`src/rtl/issue_unit_pkg.sv`:
```
// Shared types and helpers for the issue unit: decoded instruction layout,
// issue lane record and the pairing hazard check between the two queue heads.
package issue_unit_pkg;

  localparam int NREG_W = 5;

  typedef struct packed {
    logic              valid;
    logic [NREG_W-1:0] rs;
    logic [NREG_W-1:0] rt;
    logic [NREG_W-1:0] dst;
    logic              wr_reg;
    logic              is_mem;
    logic              is_br;
    logic              is_muldiv;
  } decode_t;

  typedef struct packed {
    logic    valid;
    decode_t instr;
  } issue_lane_t;

  // True when the younger entry may not issue alongside the older one:
  // RAW/WAW on the older destination, or both need the single mem / muldiv unit.
  function automatic logic pair_conflict(input decode_t older, input decode_t younger);
    logic dep;
    logic structural;
    dep = older.wr_reg && (older.dst != '0) &&
          ((younger.rs == older.dst) || (younger.rt == older.dst) ||
           (younger.wr_reg && (younger.dst == older.dst)));
    structural = (older.is_mem && younger.is_mem) ||
                 (older.is_muldiv && younger.is_muldiv);
    return dep || structural;
  endfunction

endpackage

```
`src/rtl/issue_scoreboard.sv`:
```
// Register busy vector with per-lane source/destination busy queries.
// Writebacks in the current cycle are bypassed so a freshly cleared register reads as free.
module issue_scoreboard
  import issue_unit_pkg::*;
#(
  parameter int NREG = 32
) (
  input  logic                   clk,
  input  logic                   resetn,
  input  logic                   flush,
  input  logic [1:0]             set_en,
  input  logic [1:0][NREG_W-1:0] set_dst,
  input  logic [1:0]             clr_en,
  input  logic [1:0][NREG_W-1:0] clr_dst,
  input  logic [1:0][NREG_W-1:0] q_rs,
  input  logic [1:0][NREG_W-1:0] q_rt,
  input  logic [1:0][NREG_W-1:0] q_dst,
  input  logic [1:0]             q_wr,
  output logic [1:0]             busy
);

  logic [NREG-1:0] busy_q;
  logic [NREG-1:0] busy_d;
  logic [NREG-1:0] clr_mask;
  logic [NREG-1:0] set_mask;
  logic [NREG-1:0] avail_busy;

  always_comb begin
    clr_mask = '0;
    set_mask = '0;
    for (int i = 0; i < 2; i++) begin
      if (clr_en[i]) clr_mask[clr_dst[i]] = 1'b1;
      if (set_en[i]) set_mask[set_dst[i]] = 1'b1;
    end
    set_mask[0] = 1'b0;
  end

  // Clear happens before set, so a register written back and re-targeted in the same cycle stays busy.
  assign avail_busy = busy_q & ~clr_mask;
  assign busy_d     = avail_busy | set_mask;

  always_comb begin
    busy = '0;
    for (int i = 0; i < 2; i++) begin
      busy[i] = avail_busy[q_rs[i]] | avail_busy[q_rt[i]] |
                (q_wr[i] & avail_busy[q_dst[i]]);
    end
  end

  always_ff @(posedge clk or negedge resetn) begin
    if (!resetn) begin
      busy_q <= '0;
    end else if (flush) begin
      busy_q <= '0;
    end else begin
      busy_q <= busy_d;
    end
  end

endmodule

```
`src/rtl/issue_unit.sv`:
```
// In-order dual issue from the two queue heads into the issue/execute register pair,
// with scoreboard hazard blocking and dual-issue / bubble performance counters.
module issue_unit
  import issue_unit_pkg::*;
#(
  parameter int NREG    = 32,
  parameter int EN_DUAL = 1,
  parameter int CNT_W   = 32
) (
  input  logic                   clk,
  input  logic                   resetn,
  input  logic                   flush,
  input  decode_t [1:0]          cand,
  input  logic                   queue_empty,
  input  logic                   ex_stall,
  input  logic [1:0]             wb_en,
  input  logic [1:0][NREG_W-1:0] wb_dst,
  output logic [1:0]             issued_cnt,
  output logic [1:0]             iss_valid,
  output decode_t [1:0]          iss_instr,
  output logic [CNT_W-1:0]       perf_dual,
  output logic [CNT_W-1:0]       perf_bubble
);

  issue_lane_t [1:0]      lane_q;
  issue_lane_t [1:0]      lane_d;
  logic [CNT_W-1:0]       perf_dual_q;
  logic [CNT_W-1:0]       perf_bubble_q;
  logic [1:0]             lane_busy;
  logic                   advance;
  logic                   ok0;
  logic                   ok1;
  logic [1:0]             set_en;
  logic [1:0][NREG_W-1:0] set_dst;
  logic [1:0][NREG_W-1:0] q_rs;
  logic [1:0][NREG_W-1:0] q_rt;
  logic [1:0][NREG_W-1:0] q_dst;
  logic [1:0]             q_wr;

  always_comb begin
    for (int i = 0; i < 2; i++) begin
      q_rs[i]  = cand[i].rs;
      q_rt[i]  = cand[i].rt;
      q_dst[i] = cand[i].dst;
      q_wr[i]  = cand[i].wr_reg;
    end
  end

  issue_scoreboard #(
    .NREG (NREG)
  ) u_sb (
    .clk     (clk),
    .resetn  (resetn),
    .flush   (flush),
    .set_en  (set_en),
    .set_dst (set_dst),
    .clr_en  (wb_en),
    .clr_dst (wb_dst),
    .q_rs    (q_rs),
    .q_rt    (q_rt),
    .q_dst   (q_dst),
    .q_wr    (q_wr),
    .busy    (lane_busy)
  );

  // Gating on resetn keeps issued_cnt at zero while the queue is held in reset.
  always_comb begin
    advance = resetn & ~ex_stall & ~flush & ~queue_empty;
    ok0     = advance & cand[0].valid & ~lane_busy[0];
    ok1     = (EN_DUAL != 0) & ok0 & cand[1].valid & ~cand[1].is_br &
              ~lane_busy[1] & ~pair_conflict(cand[0], cand[1]);
    issued_cnt = {1'b0, ok0} + {1'b0, ok1};
  end

  always_comb begin
    set_en     = {ok1 & cand[1].wr_reg, ok0 & cand[0].wr_reg};
    set_dst[0] = cand[0].dst;
    set_dst[1] = cand[1].dst;
  end

  always_comb begin
    lane_d = '0;
    if (ok0) begin
      lane_d[0].valid = 1'b1;
      lane_d[0].instr = cand[0];
    end
    if (ok1) begin
      lane_d[1].valid = 1'b1;
      lane_d[1].instr = cand[1];
    end
  end

  always_ff @(posedge clk or negedge resetn) begin
    if (!resetn) begin
      lane_q        <= '0;
      perf_dual_q   <= '0;
      perf_bubble_q <= '0;
    end else begin
      if (flush) begin
        lane_q <= '0;
      end else if (!ex_stall) begin
        lane_q <= lane_d;
      end
      if (!flush) begin
        if (issued_cnt == 2'd2) perf_dual_q <= perf_dual_q + CNT_W'(1);
        if ((issued_cnt == 2'd0) && !queue_empty) perf_bubble_q <= perf_bubble_q + CNT_W'(1);
      end
    end
  end

  assign iss_valid    = {lane_q[1].valid, lane_q[0].valid};
  assign iss_instr[0] = lane_q[0].instr;
  assign iss_instr[1] = lane_q[1].instr;
  assign perf_dual    = perf_dual_q;
  assign perf_bubble  = perf_bubble_q;

endmodule
```
`config.mk`:
```
export PLATFORM = sky130hd
export DESIGN_NAME = issue_unit
export DESIGN_NICKNAME = d
export VERILOG_FILES = /design/src/rtl/issue_unit_pkg.sv /design/src/rtl/issue_scoreboard.sv /design/src/rtl/issue_unit.sv
export SDC_FILE = /design/constraint.sdc
export NUM_CORES = 1
export LEC_CHECK = 0
export ABC_AREA = 1
export CORE_UTILIZATION = 39
export CTS_BUF_LIST = sky130_fd_sc_hd__clkbuf_8
export DETAILED_ROUTE_END_ITERATION = 10
export DONT_BUFFER_PORTS = 1
export SLEW_MARGIN = 20
export SYNTH_ARGS = -nofsm -noshare
export SYNTH_HDL_FRONTEND = slang
export SYNTH_HIERARCHICAL = 1
export SYNTH_SLANG_ARGS = --single-unit
export TNS_END_PERCENT = 50
```
`constraint.sdc`:
```
create_clock -name clk -period 3.2 [get_ports clk]
set_input_delay 0.64 -clock clk [delete_from_list [all_inputs] [get_ports clk]]
set_output_delay 0.64 -clock clk [all_outputs]
set_load 0.1 [all_outputs]
```
# --- Yosys cells after proc, flatten, opt, wreduce, memory -nomap -nowiden ---
# Cells that the tools add are included.
op_classes:
  addsub: 3
  magnitude_cmp: 12
  n_eq_ne: 5
  n_mux: 29
  n_bitwise: 29
  n_reduce_logical: 19
op_table:
  columns: ["op", "count"]
  rows:
  - ["$mux 32", 5]
  - ["$or 32x32->32", 3]
  - ["$mux 42", 2]
  - ["$add 32x1->32 const B", 2]
  - ["$lt 5x6->1 const B", 8]
  - ["$mux 21", 2]
  - ["$and 32x32->32", 1]
  - ["$not 32->32", 1]
  - ["$bmux 1 s5", 6]
  - ["$demux 1 s5", 4]
  - ["$ge 5x1->1 const B", 4]
  - ["$eq 5x5->1", 3]
  - ["$and 1x1->1", 13]
  - ["$logic_and 1x1->1", 10]
  - ["$mux 1", 10]
  - ["$not 1->1", 7]
  - ["$reduce_bool 5->1", 1]
  - ["$logic_or 1x1->1", 4]
  - ["$or 1x1->1", 4]
  - ["$reduce_and 2->1", 2]
  - ["$add 1x1->2", 1]
  - ["$eq 2x2->1 const B", 1]
  - ["$logic_not 2->1", 1]
  - ["$ne 2x2->1 const B", 1]
  - ["$logic_not 1->1", 1]
totals:
  regBits: 138
  input_bits: 57
  out_inout_bits: 108
  elab_cells: 118

# --- Depth between registers and ports, before layout ---
# Gate-level depths: netlist of run 1.
depth:
  ltp_word: 23
  mapped_depth: 29
  depth_no_buf: 29

# --- Cells and area by module ---
# Netlist of run 1, hierarchy kept.
by_module_without_submodules:
  columns: ["module", "instances", "cells_per_inst", "area_each_um2", "seq_area_each_um2"]
  rows:
  - ["issue_unit", 1, 760, 5824.3, 2652.5]
  - ["issue_scoreboard", 1, 808, 4331.7, 800.8]

# --- Worst setup path before layout of run 1 ---
# OpenSTA, ideal clock, no wires.
synth_path:
  path_type: "input -> output"
  from: "input wb_en[1]"
  to: "output issued_cnt[1]"
  arrival_ns: 3.260
  required_ns: 2.560
  slack_ns: -0.700
  cell_stages: 19
  n_path_buf: 0
  cell_sequence: "nand2_1 -> nor2_1 -> nand2_1 -> nand3_1 -> nand2_1 -> nand3_1 -> nand3_1 -> nand2_1 -> nand2_1 -> nand3_1 -> nand2_1 -> nor2_1 -> nand2_1 -> nor3b_1 -> nand3_1 -> nor2_4 -> nand2_1 -> inv_1 -> ha_1"
synth_between:
  elab_cells_between_ends: 29
  classes_between: "1 x add/sub; 13 x mux; 15 x bitwise"
synth_lines:
  columns: ["element", "line_no", "source"]
  rows:
  - ["start: declaration", "issue_unit.sv:16", "input logic [1:0] wb_en,"]
  - ["$mux 32 *", "issue_scoreboard.sv:32", "if (clr_en[i]) clr_mask[clr_dst[i]] = 1'b1;"]
  - ["$not 32->32 *", "issue_scoreboard.sv:39", "assign avail_busy = busy_q & ~clr_mask;"]
  - ["$and 32x32->32 *", "issue_scoreboard.sv:39", null]
  - ["$bmux 1 s5 (on tied branches)", "issue_scoreboard.sv:45, issue_scoreboard.sv:46", null]
  - ["$mux 1 (on tied branches)", "issue_scoreboard.sv:45, issue_scoreboard.sv:46", null]
  - ["$or 1x1->1 / $and 1x1->1 (equally long branches)", "issue_scoreboard.sv:45, issue_scoreboard.sv:46", null]
  - ["$or 1x1->1 *", "issue_scoreboard.sv:45", "busy[i] = avail_busy[q_rs[i]] | avail_busy[q_rt[i]] |"]
  - ["via lane_busy[1]", "issue_unit.sv:29", "logic [1:0] lane_busy;"]
  - ["$not 1->1 *", "issue_unit.sv:71", "~lane_busy[1] & ~pair_conflict(cand[0], cand[1]);"]
  - ["$and 1x1->1 *", "issue_unit.sv:70", "ok1 = (EN_DUAL != 0) & ok0 & cand[1].valid & ~cand[1].is_br &"]
  - ["$and 1x1->1 *", "issue_unit.sv:71", null]
  - ["$add 1x1->2 *", "issue_unit.sv:72", "issued_cnt = {1'b0, ok0} + {1'b0, ok1};"]
  - ["end: declaration", "issue_unit.sv:18", "output logic [1:0] issued_cnt,"]
# Mark *: on every way through the listed nets, which the timed path passes. The rest lies on a longest branch. The select of a mux whose other input is x is not followed.

# --- Worst setup path after layout of run 1 ---
layout_path:
  from: "input wb_dst[1] in the netlist's numbering"
  to: "output issued_cnt[1]"
layout_between:
  elab_cells_between_ends: 36
  classes_between: "1 x add/sub; 2 x order compare; 16 x mux; 16 x bitwise; 1 x reduce/logical"
layout_lines:
  columns: ["element", "line_no", "source"]
  rows:
  - ["start: declaration", "issue_unit.sv:17", "input logic [1:0][NREG_W-1:0] wb_dst,"]
  - ["$lt 5x6->1 (implied by the code) / $ge 5x1->1 (equally long branches)", "issue_scoreboard.sv:32", null]
  - ["$logic_and 1x1->1 (implied by the code)", "issue_scoreboard.sv:32", null]
  - ["$mux 1 (implied by the code)", "issue_scoreboard.sv:32", null]
  - ["$demux 1 s5 *", null, null]
  - ["$mux 32 *", "issue_scoreboard.sv:32", null]
  - ["$or 32x32->32 (no line)", null, null]
  - ["$mux 32 *", "issue_scoreboard.sv:32", null]
  - ["$not 32->32 *", "issue_scoreboard.sv:39", null]
  - ["[... 2 more ...]", null, null]
  - ["$mux 1 (on tied branches)", "issue_scoreboard.sv:45, issue_scoreboard.sv:46", null]
  - ["$or 1x1->1 / $and 1x1->1 (equally long branches)", "issue_scoreboard.sv:45, issue_scoreboard.sv:46", null]
  - ["$or 1x1->1 *", "issue_scoreboard.sv:45", null]
  - ["via lane_busy[1]", "issue_unit.sv:29", null]
  - ["$not 1->1 *", "issue_unit.sv:71", null]
  - ["$and 1x1->1 *", "issue_unit.sv:70", null]
  - ["$and 1x1->1 *", "issue_unit.sv:71", null]
  - ["$add 1x1->2 *", "issue_unit.sv:72", null]
# Marks and branches as above.

==> results.py, run 1 <==
metrics = {
    "setup_path": {
        "crit_path_start": "wb_dst[1]",
        "path_common_cell": "nand2_2",
        "worstPathMaxFanout": 5,
        "cpMaxStageDelayCell": "nor2_4",
        "required_ns": 2.56,
        "crit_path_start_kind": "input pin",
        "crit_type": "in2out",
        "r2r_slack_ns": -0.03,
        "reg2reg_from": "u_sb/busy_q[22]",
        "crit_end": "issued_cnt[1]",
        "endpoint_kind": "output port",
        "cp.arrival_ns": 3.02,
        "path_cells": "clkinv_16 -> nand2_4 -> nor2_4 -> buf_12 -> nand2_4 -> nand3_4 -> inv_4 -> nand2_2 -> nand2_2 -> nand3_2 -> nand3_2 -> nand3_2 -> nand2_2 -> nor2_2 -> nand2_2 -> nor3b_2 -> nand3_2 -> nor2_4 -> nand2_2 -> inv_2 -> buf_6 -> ha_4 -> buf_12",
        "r2r-end": "perf_dual[14]",
        "slowest_delay_ns": 0.26,
        "r2r_cells": 25,
    },
    "power": {
        "switching_power_w": 0.00155,
        "clkPwrFrac": 0.353,
        "power_frac_comb": 0.216,
        "p_int_w": 0.00268,
        "power.leakage_nw": 6.60,
        "swShare": 0.365,
        "p_seq_frac": 0.430,
        "ir_drop_mv": 0.528,
        "powerDensity_nw_per_um2": 306,
        "finalPower_w": 0.00423,
    },
    "logic_synthesis": {
        "ys_warn_count": 6,
        "syn_nets": 1630,
        "ys_ff_latch": 138,
        "syn_inst": 1568,
        "syn_area_per_cell_um2": 6.48,
        "netlist-cell-type-count": 35,
        "ys_seq_area_frac": 0.340,
        "netlist_area_um2": 10200,
    },
    "timing": {
        "maxSlewHeadroom": 0.321,
        "tightest_slew_ns": 1.02,
        "drv_slew": 0,
        "skew_ns": 0.0197,
        "finalWorstSetupSlack_ns": -0.462,
        "setup_viol": 24,
        "fmax_mhz": 273,
        "tns_ns": -2.05,
        "whs_ns": -0.139,
        "rsz0062_at_grt": "yes",
        "final.min_clock_period_ns": 3.66,
        "hold_viol_final": 138,
        "post-route-period-util": 1.14,
    },
    "floorplanning": {
        "die_w_um": 163,
        "io_pins": 165,
        "row_count": 58,
        "die_h_um": 163,
        "fp.dieArea_um2": 26700,
        "core_area_um2": 25300,
        "start_util": 0.401,
    },
    "detailed_routing": {
        "wl_per_cell_um": 19.2,
        "drc_errors": 0,
        "routed_wl_um": 40600,
        "drtIter0Drc": 1158,
        "firstDrtPassIters": 5,
        "ant_nets": 0,
        "via_per_inst": 5.59,
        "vias": 11822,
    },
    "final_layout": {
        "fin_nets": 1834,
        "syn_to_final_growth_pct": 36.2,
        "diodes": 0,
        "drive_gt1_frac": 0.289,
        "fillers": 2472,
    },
    "global_routing": {
        "globalRoute.totalOverflow": 0,
        "grt_pass1_wl_um": 63000,
        "grt_pass1_vias": 11330,
        "track_usage": 0.308,
        "grt_max_degree": 140,
        "antenna_found_initial": 1,
    },
    "placement": {
        "post-place-ws_ns": -0.700,
        "place_hpwl_um": 29900,
        "place.gp.congestion": 1.00,
        "portBuffers": 0,
    },
    "clocking": {
        "clk_latency_ns": 0.47,
        "cts_tree": "built",
        "htree_num_levels": 4,
        "cts_root_buffer": "clkbuf_8",
        "cts_buffers": 17,
        "clkTransAtPathRegs_ns": 0.10,
        "tritoncts_num_sinks": 138,
        "clock_path_buffers": 2,
    },
    "outcome": {
        "violations": "negative hold slack, negative setup slack",
        "status": "finished with violations",
    },
    "worst_hold_path": {
        "min_path_type": "in2async",
    },
    "flow_run": {
        "maxCapViolations": 0,
    },
}
==> Yosys cell counts <==
library cell  count  area, µm²
inv_2             3       11.3
nor2_8            1       20.0
nand4_1          33        206
a21boi_0          1       7.51
inv_1           148        556
o21a_1            1       7.51
xnor2_1          13        114
nor3_2            4       40.0
buf_2             5       25.0
nand3_4           3       52.6
nand3_2          11        110
o21ai_0          11       55.1
dfrtp_1         138       3450
a22oi_1          16        120
and3_1            1       6.26
nor3_1           38        190
nor3b_1           3       22.5
nor2_1          145        544
a22o_1           13        114
nor2_4           12        135
ha_1              5       62.6
nand2_1         555       2080
xor2_1           30        263
nand3b_1         13       97.6
clkbuf_1         25       93.8
a21oi_1          18       90.1
a31oi_1          14       87.6
buf_1             5       18.8
nand2_2           7       43.8
clkinv_1          5       18.8
nor2_2            3       18.8
nand3_1         279       1400
nor3_4            1       16.3
o211ai_1          4       30.0
nand2_4           4       45.0
==> through the flow <==
stage	cells	util	instance area [µm²]
floorplan	1568	-	10400
global placement	2037	0.475	12000
detailed placement	2037	0.475	12000
CTS	2110	0.522	13200
global route	2115	0.546	13800
finish	2115	0.546	13800
==> worst max-delay path: cells and delay by family <==
kind | cells | cell delay, ns
buffers and inverters | 6 | 0.63
adder cells (fa/ha/maj) | 1 | 0.13
AND/OR/NAND/NOR | 16 | 1.61
==> registers in the layout, indices dropped and copies added (netlist names) <==
name and count:
iss_instr 40, iss_valid 2, perf_bubble 32, perf_dual 32, u_sb/busy_q 32
==> routing by layer <==
metal / vias to the layer above / share of wire / track usage / routed length, µm
met2: 614 / 0.45 / 0.478 / 18200
met5: - / 0.00032 / 0 / 13
met1: 5586 / 0.43 / 0.418 / 17500
li1: 5526 / - / - / -
met3: 94 / 0.093 / 0.0716 / 3790
met4: 2 / 0.027 / 0.108 / 1100
==> cell type report <==
type	instances	area, µm²	area share
multi-input cells	1239	7080	0.512
flip-flops and latches	138	3450	0.250
well taps	330	413	0.0299
inverters	156	657	0.0475
repair buffers	220	1840	0.133
clock buffers	18	248	0.0179
clock inverters	14	138	0.00995
==> cells in the final DEF, fill, tap and decap left out, drive strengths merged <==
| cell type | netlist | final |
|---|---|---|
| a21boi | 1 | 1 |
| a21oi | 18 | 18 |
| a22o | 13 | 13 |
| a22oi | 16 | 16 |
| a31oi | 14 | 14 |
| and3 | 1 | 1 |
| buf | 10 | 220 |
| bufinv | 0 | 1 |
| clkbuf | 25 | 18 |
| clkinv | 5 | 12 |
| clkinvlp | 0 | 7 |
| dfrtp | 138 | 138 |
| ha | 5 | 5 |
| inv | 151 | 150 |
| nand2 | 566 | 566 |
| nand3 | 293 | 293 |
| nand3b | 13 | 13 |
| nand4 | 33 | 33 |
| nor2 | 161 | 161 |
| nor3 | 43 | 43 |
| nor3b | 3 | 3 |
| o211ai | 4 | 4 |
| o21a | 1 | 1 |
| o21ai | 11 | 11 |
| xnor2 | 13 | 13 |
| xor2 | 30 | 30 |
==> repair_timing <==
| action | in CTS | in global routing |
|---|---|---|
| pin swaps | 51 | 74 |
| gates cloned | 0 | 0 |
| endpoints found under the hold margin | 138 | 138 |
| setup buffers | 41 | 17 |
| endpoints found under the setup margin | 46 | 93 |
| resized for setup | 127 | 134 |
==> kinds of logic (layout without fill, tap and decap cells) <==
| logic type | Yosys count | in the layout | synth area share |
|---|---|---|---|
| flip-flops | 138 | 138 | 0.340 |
| XOR/XNOR | 43 | 43 | 0.0371 |
| AO/OA/AOI/OAI | 78 | 78 | 0.0504 |
| adder cells (fa/ha/maj) | 5 | 5 | 0.00616 |
| AND/OR/NAND/NOR | 1113 | 1113 | 0.495 |
| buffers and inverters | 191 | 408 | 0.0712 |
==> power by group through the flow <==
stage          Sequential [W]  Clock [W]  Combinational, W
3_5_place_dp          0.00186          0          0.000822
5_1_grt               0.00182    0.00157          0.000964
3_3_place_gp          0.00186          0          0.000816
4_1_cts               0.00182    0.00152          0.000862
2_1_floorplan         0.00215          0          0.000336
6_report              0.00182    0.00150          0.000915
==> worst min-delay path by stage <==
stage | startpoint | to | slack, ns | depth (start not counted)
2_1_floorplan | resetn | iss_instr[0] | 0.34 | 0
3_3_place_gp | resetn | u_sb/busy_q[20] | 0.36 | 0
6_report | resetn | u_sb/busy_q[9] | -0.14 | 0
3_5_place_dp | resetn | u_sb/busy_q[0] | 0.36 | 0
5_1_grt | resetn | perf_dual[18] | -0.16 | 0
4_1_cts | resetn | perf_dual[16] | -0.15 | 0
Note: power is estimated with default switching activity, not from simulation.
==> run 2: changes to the inputs <==
--- a/config.mk
+++ b/config.mk
@@ -8,8 +8,11 @@
 export ABC_AREA = 1
 export CORE_UTILIZATION = 39
 export CTS_BUF_LIST = sky130_fd_sc_hd__clkbuf_8
+export CTS_CLUSTER_SIZE = 25
 export DETAILED_ROUTE_END_ITERATION = 10
 export DONT_BUFFER_PORTS = 1
+export GPL_TIMING_DRIVEN = 0
+export RECOVER_POWER = 50
 export SLEW_MARGIN = 20
 export SYNTH_ARGS = -nofsm -noshare
 export SYNTH_HDL_FRONTEND = slang
==> run 2 against run 1 <==
  * The run still ends with negative hold slack, negative setup slack left
  * Critical endpoint unchanged
  * Critical path depth decreased by 3
  * Fmax rose by 0.67%
  * Highest routed layer is now met4
  * Final cell count shrank 6.5%
  * Utilization down 4.8 points
  * Wire length decreased by 0.25%
  * First-iteration DRC count is 2.2% higher
==> results.py, run 2 (synthesis gave the netlist of run 1 again) <==
metrics = {
    "outcome": {
        "status": "finished with violations",
        "violations": "negative hold slack, negative setup slack",
    },
    "timing": {
        "whs_ns": -0.121,
        "maxSlewHeadroom": 0.169,
        "post-route-period-util": 1.14,
        "fmax_mhz": 275,
        "tightest_slew_ns": 1.25,
        "final.min_clock_period_ns": 3.64,
        "finalWorstSetupSlack_ns": -0.438,
        "hold_viol_final": 138,
        "setup_viol": 57,
        "drv_slew": 0,
        "skew_ns": 0.0244,
        "rsz0062_at_grt": "yes",
    },
    "clocking": {
        "tritoncts_num_sinks": 138,
        "cts_root_buffer": "clkbuf_8",
        "htree_num_levels": 4,
        "clk_latency_ns": 0.46,
        "cts_tree": "built",
        "clock_path_buffers": 2,
        "cts_buffers": 17,
        "clkTransAtPathRegs_ns": 0.10,
    },
    "floorplanning": {
        "start_util": 0.401,
        "fp.dieArea_um2": 26700,
        "die_w_um": 163,
        "die_h_um": 163,
        "core_area_um2": 25300,
        "row_count": 58,
        "io_pins": 165,
    },
    "power": {
        "p_int_w": 0.00264,
        "power_frac_comb": 0.128,
        "p_seq_frac": 0.517,
        "clkPwrFrac": 0.355,
        "power.leakage_nw": 5.80,
        "powerDensity_nw_per_um2": 327,
        "ir_drop_mv": 0.385,
        "swShare": 0.359,
        "switching_power_w": 0.00148,
    },
    "detailed_routing": {
        "wl_per_cell_um": 20.5,
        "ant_nets": 0,
        "vias": 11238,
        "drc_errors": 0,
        "drtIter0Drc": 1184,
        "firstDrtPassIters": 7,
        "via_per_inst": 5.68,
        "routed_wl_um": 40500,
    },
    "final_layout": {
        "final_common_cell": "nand2_1",
        "fillers": 2588,
        "fin_nets": 1698,
        "multi_input_area_um2": 7040,
        "largest_register_ff_count": 40,
        "syn_to_final_growth_pct": 24.1,
        "area.sequential_um2": 3450,
        "final_cell_mix": "474 x nand2_1, 242 x nand3_1, 138 x dfrtp_1, 119 x inv_1, 105 x nor2_1",
        "diodes": 0,
        "drive_gt1_frac": 0.214,
    },
    "global_routing": {
        "grt_pass1_vias": 10589,
        "grt_max_degree": 140,
        "globalRoute.totalOverflow": 0,
        "grt_pass1_wl_um": 61400,
        "antenna_found_initial": 0,
        "track_usage": 0.305,
    },
    "placement": {
        "place.gp.congestion": 0.977,
        "portBuffers": 0,
        "post-place-ws_ns": -1.58,
        "place_hpwl_um": 30000,
    },
    "setup_path": {
        "cp.arrival_ns": 3.00,
        "endpoint_kind": "output port",
        "crit_path_start_kind": "input pin",
        "required_ns": 2.56,
        "crit_type": "in2out",
        "worstPathMaxFanout": 6,
    },
    "flow_run": {
        "maxCapViolations": 0,
    },
    "worst_hold_path": {
        "min_path_type": "in2async",
    },
}
-- run 2: final timing paths --
path	cells past startpoint	start	slack [ns]	to
setup / recovery	20	wb_dst[5]	-0.44	issued_cnt[1]
hold / removal	0	resetn	-0.12	perf_dual[30]
setup reg to reg	25	u_sb/busy_q[1]	-0.24	perf_dual[19]
hold reg to reg	2	u_sb/busy_q[9]	0.65	u_sb/busy_q[9]
max in group asynchronous	0	resetn	2.91	u_sb/busy_q[1]
min in group clk	1	flush	0.23	u_sb/busy_q[2]
-- run 2: repair_timing --
item	4_1_cts	5_1_grt
endpoints found under the setup margin	97	91
endpoints found under the hold margin	138	138
setup buffers	19	32
resized for setup	149	126
pin swaps	40	68
cloned	0	1
-- run 2: stage by stage --
step | instances | TNS [ns] | total power, W | area (µm²) | utilization
2_1_floorplan | 1568 | -3.01 | 0.00248 | 10400 | -
3_3_place_gp | 1898 | -104.37 | 0.00260 | 10800 | 0.425
3_5_place_dp | 1898 | -108.94 | 0.00261 | 10800 | 0.425
5_1_grt | 1978 | -19.80 | 0.00428 | 12600 | 0.498
4_1_cts | 1948 | -3.96 | 0.00411 | 11900 | 0.470
6_report | 1978 | -9.98 | 0.00412 | 12600 | 0.498
-- run 2: final cells by class --
type,instances,share of cell area
clock buffers,17,0.0186
inverters,156,0.0513
plain buffers,34,0.0133
clock inverters,14,0.0117
multi-input cells,1239,0.558
repair buffers,50,0.0400
well taps,330,0.0328
flip-flops and latches,138,0.274
-- run 2: power by group through the flow --
stage                     clock network, W  registers, W  logic [W]
after floorplan                          0       0.00215   0.000336
after global placement                   0       0.00217   0.000437
after detailed placement                 0       0.00217   0.000439
after CTS                          0.00149       0.00213   0.000485
after global routing               0.00156       0.00214   0.000576
final                              0.00146       0.00213   0.000526
-- run 2: layer usage --
metal	global-route usage	vias to the layer above	wire [µm]
li1	-	5268	-
met1	0.408	5263	16900
met2	0.459	606	17800
met3	0.0813	101	4080
met4	0.134	0	1690
met5	0	-	0
-- run 2: worst max-delay path, cell delays in order --
cell and delay, ns:
clkinvlp_4 0.08, nand3_4 0.22, inv_8 0.17, nand2_4 0.07, inv_2 0.07, nor2_4 0.05
nand2_1 0.07, nand3_2 0.07, nand3_2 0.08, nand3_2 0.13, nand3_2 0.12, nand2_4 0.07
nor2_4 0.13, nand2_2 0.07, nor3b_2 0.18, nand2_2 0.14, nor2_4 0.15, nand2_4 0.07
inv_4 0.08, ha_4 0.33
